===== config.mk =====
export PLATFORM = sky130hd
export DESIGN_NAME = leg_fetch_decode_flat
export DESIGN_NICKNAME = d
export VERILOG_FILES = /design/src/rtl/leg_pkg.sv /design/src/rtl/leg_fetch_decode_if.sv /design/src/rtl/leg_operand_select.sv /design/src/rtl/leg_fetch_decode.sv /design/src/flat_wrapper.sv
export SDC_FILE = /design/constraint.sdc
export NUM_CORES = 1
export LEC_CHECK = 0
export BUFFER_PORTS_ARGS = -buffer_cell sky130_fd_sc_hd__buf_2
export CAP_MARGIN = 20
export CORE_UTILIZATION = 54
export DETAILED_ROUTE_END_ITERATION = 10
export GPL_TIMING_DRIVEN = 0
export PLACE_DENSITY = 0.91
export SETUP_SLACK_MARGIN = 0.4
export SLEW_MARGIN = 5
export SYNTH_ARGS = -nofsm -noshare
export SYNTH_HDL_FRONTEND = slang
export SYNTH_SLANG_ARGS = --single-unit

===== constraint.sdc =====
create_clock -name clk -period 2.8 [get_ports clk]
set_input_delay 0.56 -clock clk [delete_from_list [all_inputs] [get_ports clk]]
set_output_delay 0.56 -clock clk [all_outputs]
set_load 0.01 [all_outputs]

===== src/rtl/leg_pkg.sv =====
// Shared types and constants for the LEG fetch/decode stage.
package leg_pkg;

   typedef enum logic [2:0] {
      StF0,
      StF1,
      StF2,
      StF3,
      StDec,
      StIssue
   } fd_state_e;

   localparam int unsigned INSTR_BYTES  = 4;
   localparam int unsigned IMM1_BIT     = 7;
   localparam int unsigned IMM2_BIT     = 6;
   localparam logic [7:0]  OPC_MASK     = 8'h3F;
   localparam logic [2:0]  REG_PC_IDX   = 3'd6;
   localparam logic [2:0]  REG_ZERO_IDX = 3'd7;

endpackage


===== src/rtl/leg_fetch_decode_if.sv =====
// Issue bundle from fetch/decode to execute, plus the branch redirect path back.
interface leg_fetch_decode_if #(
   parameter int unsigned DATA_W = 8,
   parameter int unsigned PC_W   = 8
);

   logic [7:0]        alu_opcode;
   logic [DATA_W-1:0] alu_in1;
   logic [DATA_W-1:0] alu_in2;
   logic [7:0]        dest;
   logic              out_valid;
   logic              out_ready;
   logic              branch_taken;
   logic [PC_W-1:0]   branch_target;

   modport master (
      output alu_opcode, alu_in1, alu_in2, dest, out_valid,
      input  out_ready, branch_taken, branch_target
   );

   modport slave (
      input  alu_opcode, alu_in1, alu_in2, dest, out_valid,
      output out_ready, branch_taken, branch_target
   );

endinterface


===== src/rtl/leg_operand_select.sv =====
// One ALU operand mux: immediate byte, register read, pc, or zero.
module leg_operand_select
   import leg_pkg::*;
#(
   parameter int unsigned DATA_W    = 8,
   parameter int unsigned PC_W      = 8,
   parameter int unsigned REG_COUNT = 6
) (
   input  logic              imm,
   input  logic [DATA_W-1:0] arg,
   input  logic [DATA_W-1:0] rf_data,
   input  logic [PC_W-1:0]   pc,
   output logic [DATA_W-1:0] operand
);

   logic [2:0] idx;

   assign idx = arg[2:0];

   always_comb begin
      operand = '0;
      if (imm) begin
         operand = arg;
      end else if (32'(idx) < REG_COUNT) begin
         operand = rf_data;
      end else if (idx == REG_PC_IDX) begin
         operand = DATA_W'(pc);
      end else if (idx == REG_ZERO_IDX) begin
         operand = '0;
      end
   end

endmodule


===== src/rtl/leg_fetch_decode.sv =====
// LEG fetch/decode: byte-serial instruction fetch, operand resolve, valid/ready issue.
// Optional LEG_FD_STALL_COUNT_EN adds a saturating 16-bit stall_cnt output.
module leg_fetch_decode
   import leg_pkg::*;
#(
   parameter int unsigned DATA_W    = 8,
   parameter int unsigned PC_W      = 8,
   parameter int unsigned REG_COUNT = 6
) (
   input  logic              clk,
   input  logic              rst,
   output logic              pm_req,
   output logic [PC_W-1:0]   pm_addr,
   input  logic [DATA_W-1:0] pm_data,
   input  logic              pm_valid,
   output logic [2:0]        rf_raddr_a,
   output logic [2:0]        rf_raddr_b,
   input  logic [DATA_W-1:0] rf_rdata_a,
   input  logic [DATA_W-1:0] rf_rdata_b,
   leg_fetch_decode_if.master issue,
   output logic [PC_W-1:0]   pc
`ifdef LEG_FD_STALL_COUNT_EN
   ,
   output logic [15:0]       stall_cnt
`endif
);

   fd_state_e         state_q, state_d;
   logic [PC_W-1:0]   pc_q, pc_d;
   logic [DATA_W-1:0] instr_q [INSTR_BYTES];
   logic [7:0]        opcode_q, dest_q;
   logic [DATA_W-1:0] in1_q, in2_q;
   logic [2:0]        raddr_a_q, raddr_b_q;

   logic              fetching;
   logic [1:0]        fetch_idx;
   logic              latch_byte;
   logic              load_bundle;
   logic [DATA_W-1:0] operand_a, operand_b;

   always_comb begin
      state_d     = state_q;
      pc_d        = pc_q;
      fetching    = 1'b0;
      fetch_idx   = 2'd0;
      latch_byte  = 1'b0;
      load_bundle = 1'b0;
      unique case (state_q)
         StF0: begin
            fetching = 1'b1;
            fetch_idx = 2'd0;
            if (pm_valid) begin
               latch_byte = 1'b1;
               state_d = StF1;
            end
         end
         StF1: begin
            fetching = 1'b1;
            fetch_idx = 2'd1;
            if (pm_valid) begin
               latch_byte = 1'b1;
               state_d = StF2;
            end
         end
         StF2: begin
            fetching = 1'b1;
            fetch_idx = 2'd2;
            if (pm_valid) begin
               latch_byte = 1'b1;
               state_d = StF3;
            end
         end
         StF3: begin
            fetching = 1'b1;
            fetch_idx = 2'd3;
            if (pm_valid) begin
               latch_byte = 1'b1;
               state_d = StDec;
            end
         end
         StDec: begin
            load_bundle = 1'b1;
            state_d = StIssue;
         end
         StIssue: begin
            if (issue.out_ready) begin
               pc_d = issue.branch_taken ? issue.branch_target : pc_q + PC_W'(INSTR_BYTES);
               state_d = StF0;
            end
         end
         default: state_d = StF0;
      endcase
   end

   // Register reads are async, so the address must be live in DEC itself.
   assign rf_raddr_a = (state_q == StDec) ? instr_q[1][2:0] : raddr_a_q;
   assign rf_raddr_b = (state_q == StDec) ? instr_q[2][2:0] : raddr_b_q;

   leg_operand_select #(
      .DATA_W   (DATA_W),
      .PC_W     (PC_W),
      .REG_COUNT(REG_COUNT)
   ) u_sel_a (
      .imm    (instr_q[0][IMM1_BIT]),
      .arg    (instr_q[1]),
      .rf_data(rf_rdata_a),
      .pc     (pc_q),
      .operand(operand_a)
   );

   leg_operand_select #(
      .DATA_W   (DATA_W),
      .PC_W     (PC_W),
      .REG_COUNT(REG_COUNT)
   ) u_sel_b (
      .imm    (instr_q[0][IMM2_BIT]),
      .arg    (instr_q[2]),
      .rf_data(rf_rdata_b),
      .pc     (pc_q),
      .operand(operand_b)
   );

   always_ff @(posedge clk or posedge rst) begin
      if (rst) begin
         state_q   <= StF0;
         pc_q      <= '0;
         for (int i = 0; i < INSTR_BYTES; i++) begin
            instr_q[i] <= '0;
         end
         opcode_q  <= '0;
         in1_q     <= '0;
         in2_q     <= '0;
         dest_q    <= '0;
         raddr_a_q <= '0;
         raddr_b_q <= '0;
      end else begin
         state_q <= state_d;
         pc_q    <= pc_d;
         if (latch_byte) begin
            instr_q[fetch_idx] <= pm_data;
         end
         if (load_bundle) begin
            opcode_q  <= instr_q[0][7:0] & OPC_MASK;
            in1_q     <= operand_a;
            in2_q     <= operand_b;
            dest_q    <= instr_q[3][7:0];
            raddr_a_q <= instr_q[1][2:0];
            raddr_b_q <= instr_q[2][2:0];
         end
      end
   end

   // Reset must read as no request even though the state already sits in F0.
   assign pm_req           = fetching & ~rst;
   assign pm_addr          = pc_q + PC_W'(fetch_idx);
   assign pc               = pc_q;
   assign issue.out_valid  = (state_q == StIssue);
   assign issue.alu_opcode = opcode_q;
   assign issue.alu_in1    = in1_q;
   assign issue.alu_in2    = in2_q;
   assign issue.dest       = dest_q;

`ifdef LEG_FD_STALL_COUNT_EN
   logic [15:0] stall_q;
   logic        stall_ev;

   assign stall_ev = ((state_q == StIssue) & ~issue.out_ready) | (fetching & ~pm_valid);

   always_ff @(posedge clk or posedge rst) begin
      if (rst) begin
         stall_q <= '0;
      end else if (stall_ev && (stall_q != 16'hFFFF)) begin
         stall_q <= stall_q + 16'd1;
      end
   end

   assign stall_cnt = stall_q;
`endif

endmodule


===== src/flat_wrapper.sv =====
// flat-port wrapper written by rule: the top's interface ports become plain ports
module leg_fetch_decode_flat import leg_pkg::*;
#(
   parameter int unsigned DATA_W    = 8,
   parameter int unsigned PC_W      = 8,
   parameter int unsigned REG_COUNT = 6
)
  (clk, rst, pm_req, pm_addr, pm_data, pm_valid, rf_raddr_a, rf_raddr_b, rf_rdata_a, rf_rdata_b, pc, issue_alu_opcode, issue_alu_in1, issue_alu_in2, issue_dest, issue_out_valid, issue_out_ready, issue_branch_taken, issue_branch_target);
  leg_fetch_decode_if #(.DATA_W(DATA_W), .PC_W(PC_W)) issue_i ();
  input  logic clk;
  input  logic rst;
  output logic pm_req;
  output logic [PC_W-1:0] pm_addr;
  input  logic [DATA_W-1:0] pm_data;
  input  logic pm_valid;
  output logic [2:0] rf_raddr_a;
  output logic [2:0] rf_raddr_b;
  input  logic [DATA_W-1:0] rf_rdata_a;
  input  logic [DATA_W-1:0] rf_rdata_b;
  output logic [PC_W-1:0] pc;
  output wire logic [$bits(issue_i.alu_opcode)-1:0] issue_alu_opcode;
  output wire logic [$bits(issue_i.alu_in1)-1:0] issue_alu_in1;
  output wire logic [$bits(issue_i.alu_in2)-1:0] issue_alu_in2;
  output wire logic [$bits(issue_i.dest)-1:0] issue_dest;
  output wire logic [$bits(issue_i.out_valid)-1:0] issue_out_valid;
  input wire logic [$bits(issue_i.out_ready)-1:0] issue_out_ready;
  input wire logic [$bits(issue_i.branch_taken)-1:0] issue_branch_taken;
  input wire logic [$bits(issue_i.branch_target)-1:0] issue_branch_target;
  assign issue_alu_opcode = issue_i.alu_opcode;
  assign issue_alu_in1 = issue_i.alu_in1;
  assign issue_alu_in2 = issue_i.alu_in2;
  assign issue_dest = issue_i.dest;
  assign issue_out_valid = issue_i.out_valid;
  assign issue_i.out_ready = issue_out_ready;
  assign issue_i.branch_taken = issue_branch_taken;
  assign issue_i.branch_target = issue_branch_target;
  leg_fetch_decode #(.DATA_W(DATA_W), .PC_W(PC_W), .REG_COUNT(REG_COUNT)) u_core (.clk(clk), .rst(rst), .pm_req(pm_req), .pm_addr(pm_addr), .pm_data(pm_data), .pm_valid(pm_valid), .rf_raddr_a(rf_raddr_a), .rf_raddr_b(rf_raddr_b), .rf_rdata_a(rf_rdata_a), .rf_rdata_b(rf_rdata_b), .issue(issue_i), .pc(pc));
endmodule

==> flow_results.org <==
** Place
- The congestion estimate from routability-driven global placement came to 0.861.
- In this run the cell area measured after placement is 4500 µm².
- Detailed placement finished with a half-perimeter wire length of 6560 µm.
- Input and output buffers added on the ports amount to 90.

** Die
- Count of pins on the block boundary :: 93
- Chip Height :: 86.8 µm
- The die covers 7530 µm².
- In this run the standard cell core region covers 6870 µm².
- The initial utilization of the core area, before any placement, comes to 56.5%.
- In this run the horizontal extent of the chip is 86.8 µm.
- The initialized floorplan defines 30 standard-cell rows.

** Final layout
- The number of antenna diodes in the final layout is 0.
- Of the cells placed in the final design, the portion with a size suffix greater than 1 is 46.0%.
- Leading cell type in the layout, fill and taps excluded :: sky130_fd_sc_hd__buf_2
- The final layout contains 477 nets.
- From synthesis to final layout, the design area changed by 26.6%.
- Top library cells by usage in the layout, fill and taps aside :: sky130_fd_sc_hd__buf_2 (85), sky130_fd_sc_hd__dfrtp_1 (79), sky130_fd_sc_hd__mux2_2 (35)
- Count of fill cells added during filler insertion :: 440
- The finished cells cover 4910 µm².

** STA
- Worst relative slew slack :: 50.6%
- Setup tns final :: 0 ns
- In the finished design, the share of the clock period the worst path needs comes to 93.2%.
- On the final layout, the worst hold slack is 0.120 ns.
- Maximum clock frequency :: 383 MHz
- The count of final max-slew check failures came to 0.
- Fin Clk Skew :: 0.00740 ns
- Setup-violating endpoint count in the final report :: 0
- At the pin with the least slew margin, the transition time is 0.738 ns.
- Count of final hold-check violations :: 0
- The clock period could shrink to 2.61 ns.
- Unrepaired setup endpoints after global routing :: true

** Clock tree
- At the later pin of the worst-skew pair, clock insertion delay measures 0.35 ns.
- The H-tree generated during clock tree synthesis spans 3 levels.
- Sink count of the clock tree :: 79
- Clock Tree Buf Depth :: 2
- TritonCTS clock tree :: built
- Number of buffers created by CTS :: 9
- Clock-pin slew was measured on the worst setup and hold paths at 0.08 ns.
- Clock root cell :: sky130_fd_sc_hd__clkbuf_8
- For this design, the CTS-stage hold fixing added 0 buffers.

** Critical path
- The worst setup path is captured at an output pin.
- Of all nets on the critical path, the largest fanout is 3.
- Grouping stages by cell kind, the critical path spends the most delay in adder cells.
- Worst R2R Path Depth :: 5
- WP data required :: 2.24 ns
- For this run, the slowest stage of the critical path takes 0.39 ns.
- For this design, the slowest cell found on the critical path is sky130_fd_sc_hd__dfrtp_1.
- Cell Chain, Critical Path :: and2b_1, ha_2, inv_2, fa_2, buf_4, xnor2_1, buf_2
- The critical path is of the reg2out type.
- For flop-to-flop paths, the worst setup slack is 0.81 ns.
- Data on the critical path arrives at its endpoint at 2.05 ns.
- The startpoint identified for the worst register-to-register timing path is u_core.state_q[0].
- STA classifies the critical path startpoint as a flip-flop.
- Together, buffers and inverters on the worst path number 3.
- Endpoint of the worst-slack reg-to-reg timing path :: u_core.instr_q[28]

** Detailed routing
- Via-to-Cell Ratio :: 5.68
- The first detailed-routing pass ran for 4 iterations.
- For this run, design rule violations remaining after detail routing come to 0.
- Routed Wire Length :: 9810 µm
- DR iter-0 viols :: 318
- Across all layers, the routed design uses 3052 vias.
- In this run the remaining antenna-violating nets after routing total 0.
- Dividing the detail-routed wire length by the instance count gives 18.3 µm.

** Flow run
- Max-cap violations in this run came to 0.

** Worst hold path
- Kind of path behind the tightest hold check :: in2async

** Pwr
- Tot Pwr :: 5650 µW
- Worst ir drop on vdd :: 0.000602 V
- Power per Cell Area :: 1150 nW/µm²
- Leakage dissipation :: 0.00241 µW

** Global route
- Global-route congestion overflow total :: 0
- First-pass GRT wire length :: 14600 µm
- The number of global-route vias before repair is 2963.
- Largest net degree at the start of global routing :: 42
- Global routing used 26.1% of the available tracks.
- The number of antenna violations at the first check in global routing was 0.

** Synthesis
- After synthesis, flip-flops and latches occupy 51.0% of the total area.
- Fraction of registers with async set or reset after synthesis :: 100%
- In this run the cell area of the synthesized design comes to 3880 µm².
- The synthesized netlist devotes 8.51% of its cell area to compound gates.
- Library cells used by synthesis :: 39
- Post-Synthesis Cells :: 315
- By area, the combinational part of the netlist is dominated by multiplexers.
- Of the post-synthesis cell area, the part taken by muxes is 17.9%.
- Simple-gate share of the synthesized area :: 14.5%
- #FFs+latches synth :: 79
- Post-Syn Area per Cell :: 12.3 µm²
- Post-synth EDFFs :: 0
- Yosys warning total :: 0
- Summing the areas of all fa, ha and maj instances in the mapped netlist gives 1.48% of the synthesized area.
- Yosys top cell area share :: 51.0%
- Largest cells by area after synthesis :: sky130_fd_sc_hd__dfrtp_1 (51%), sky130_fd_sc_hd__mux2_2 (10%), sky130_fd_sc_hd__mux2_4 (7.0%), sky130_fd_sc_hd__and4b_1 (4.4%), sky130_fd_sc_hd__a211oi_1 (3.1%)
- Summed over all instances, the cell type with the most area after synthesis is sky130_fd_sc_hd__dfrtp_1.
- Among all flip-flop cells after synthesis, the most frequent one is sky130_fd_sc_hd__dfrtp_1.
- Of the total synthesized cell area, the portion taken by XOR and XNOR cells is 1.81%.

** Status
- The flow ran to the end, and the final reports show no timing, DRC or antenna violations.
-- sequential cells by signal, indices dropped and copies added (netlist names) --
| name | cells |
|---|---|
| u_core.issue.alu_opcode | 6 |
| u_core.issue.alu_in2 | 8 |
| u_core.issue.alu_in1 | 8 |
| u_core.instr_q | 32 |
| u_core.raddr_b_q | 3 |
| u_core.issue.dest | 8 |
| u_core.raddr_a_q | 3 |
| u_core.pc | 8 |
| u_core.state_q | 3 |
-- how the worst max path moves through the flow --
| stage | start | to | cells past startpoint |
|---|---|---|---|
| final | u_core.state_q[2] | pm_addr[2] | 7 |
| after global routing | u_core.state_q[2] | pm_addr[6] | 7 |
| after CTS | u_core.state_q[2] | pm_addr[4] | 7 |
| after detailed placement | u_core.state_q[0] | pm_addr[4] | 8 |
| after global placement | u_core.state_q[0] | pm_addr[4] | 8 |
| after floorplan | u_core.state_q[0] | pm_addr[4] | 7 |
-- layout make-up --
cell class                 instances  area [µm²]  area share [%]
clock inverter                     5        41.3           0.841
multi-input combinational        207        1770            36.0
sequential                        79        1980            40.2
buffer                            25         183            3.72
clock buffer                      11         141            2.88
tap                               96         120            2.45
inverter                           5        22.5           0.458
timing repair buffer             109         659            13.4
-- layer usage --
layer	part of all wire, %	global-route usage [%]	up-vias
li1	-	-	1383
met1	42	34.9	1491
met2	49	40.2	140
met3	5.3	4.67	38
met4	4.0	15.0	0
met5	0	0	-
-- what timing repair did --
item	in CTS	in global routing
pin swaps	1	4
buffers inserted	9	8
gates resized for setup	13	15
setup endpoints to repair	13	13
-- kinds of logic (layout without fill, tap and decap cells) --
family          count (synthesis)  in the layout
buf+inv                        30            155
fa+ha+maj                       4              4
simple gates                   89             89
mux                            56             56
xor+xnor                        8              8
other cells                     1              2
flops                          79             79
compound gates                 48             48
-- Yosys cell counts (3+ instances only) --
library cell / instances
sky130_fd_sc_hd__nand3_1: 6
sky130_fd_sc_hd__and4b_1: 17
sky130_fd_sc_hd__dfrtp_1: 79
sky130_fd_sc_hd__mux2_2: 36
sky130_fd_sc_hd__clkbuf_1: 14
sky130_fd_sc_hd__inv_1: 5
sky130_fd_sc_hd__mux2_4: 18
sky130_fd_sc_hd__nor2b_1: 18
sky130_fd_sc_hd__nor2_1: 6
sky130_fd_sc_hd__nand2_1: 28
sky130_fd_sc_hd__ha_1: 3
sky130_fd_sc_hd__o21ai_0: 9
sky130_fd_sc_hd__o31ai_1: 16
sky130_fd_sc_hd__xor2_1: 4
sky130_fd_sc_hd__buf_6: 4
sky130_fd_sc_hd__a211oi_1: 16
sky130_fd_sc_hd__xnor2_1: 4
sky130_fd_sc_hd__a21oi_1: 3
sky130_fd_sc_hd__buf_2: 3
-- metrics by stage --
step           std cells  utilization [%]  worst slack (ns)
2_1_floorplan        316                -             0.643
4_1_cts              529             70.0             0.226
3_5_place_dp         504             65.5             0.512
6_report             537             71.5             0.190
3_3_place_gp         502             64.9             0.530
5_1_grt              537             71.5            0.0956
-- power by group --
part / switching (µW) / internal (µW)
Sequential: 362 / 1700
Clock: 440 / 355
Combinational: 1350 / 1440
Total: 2150 / 3500
Power figures use the tool's default switching activity.
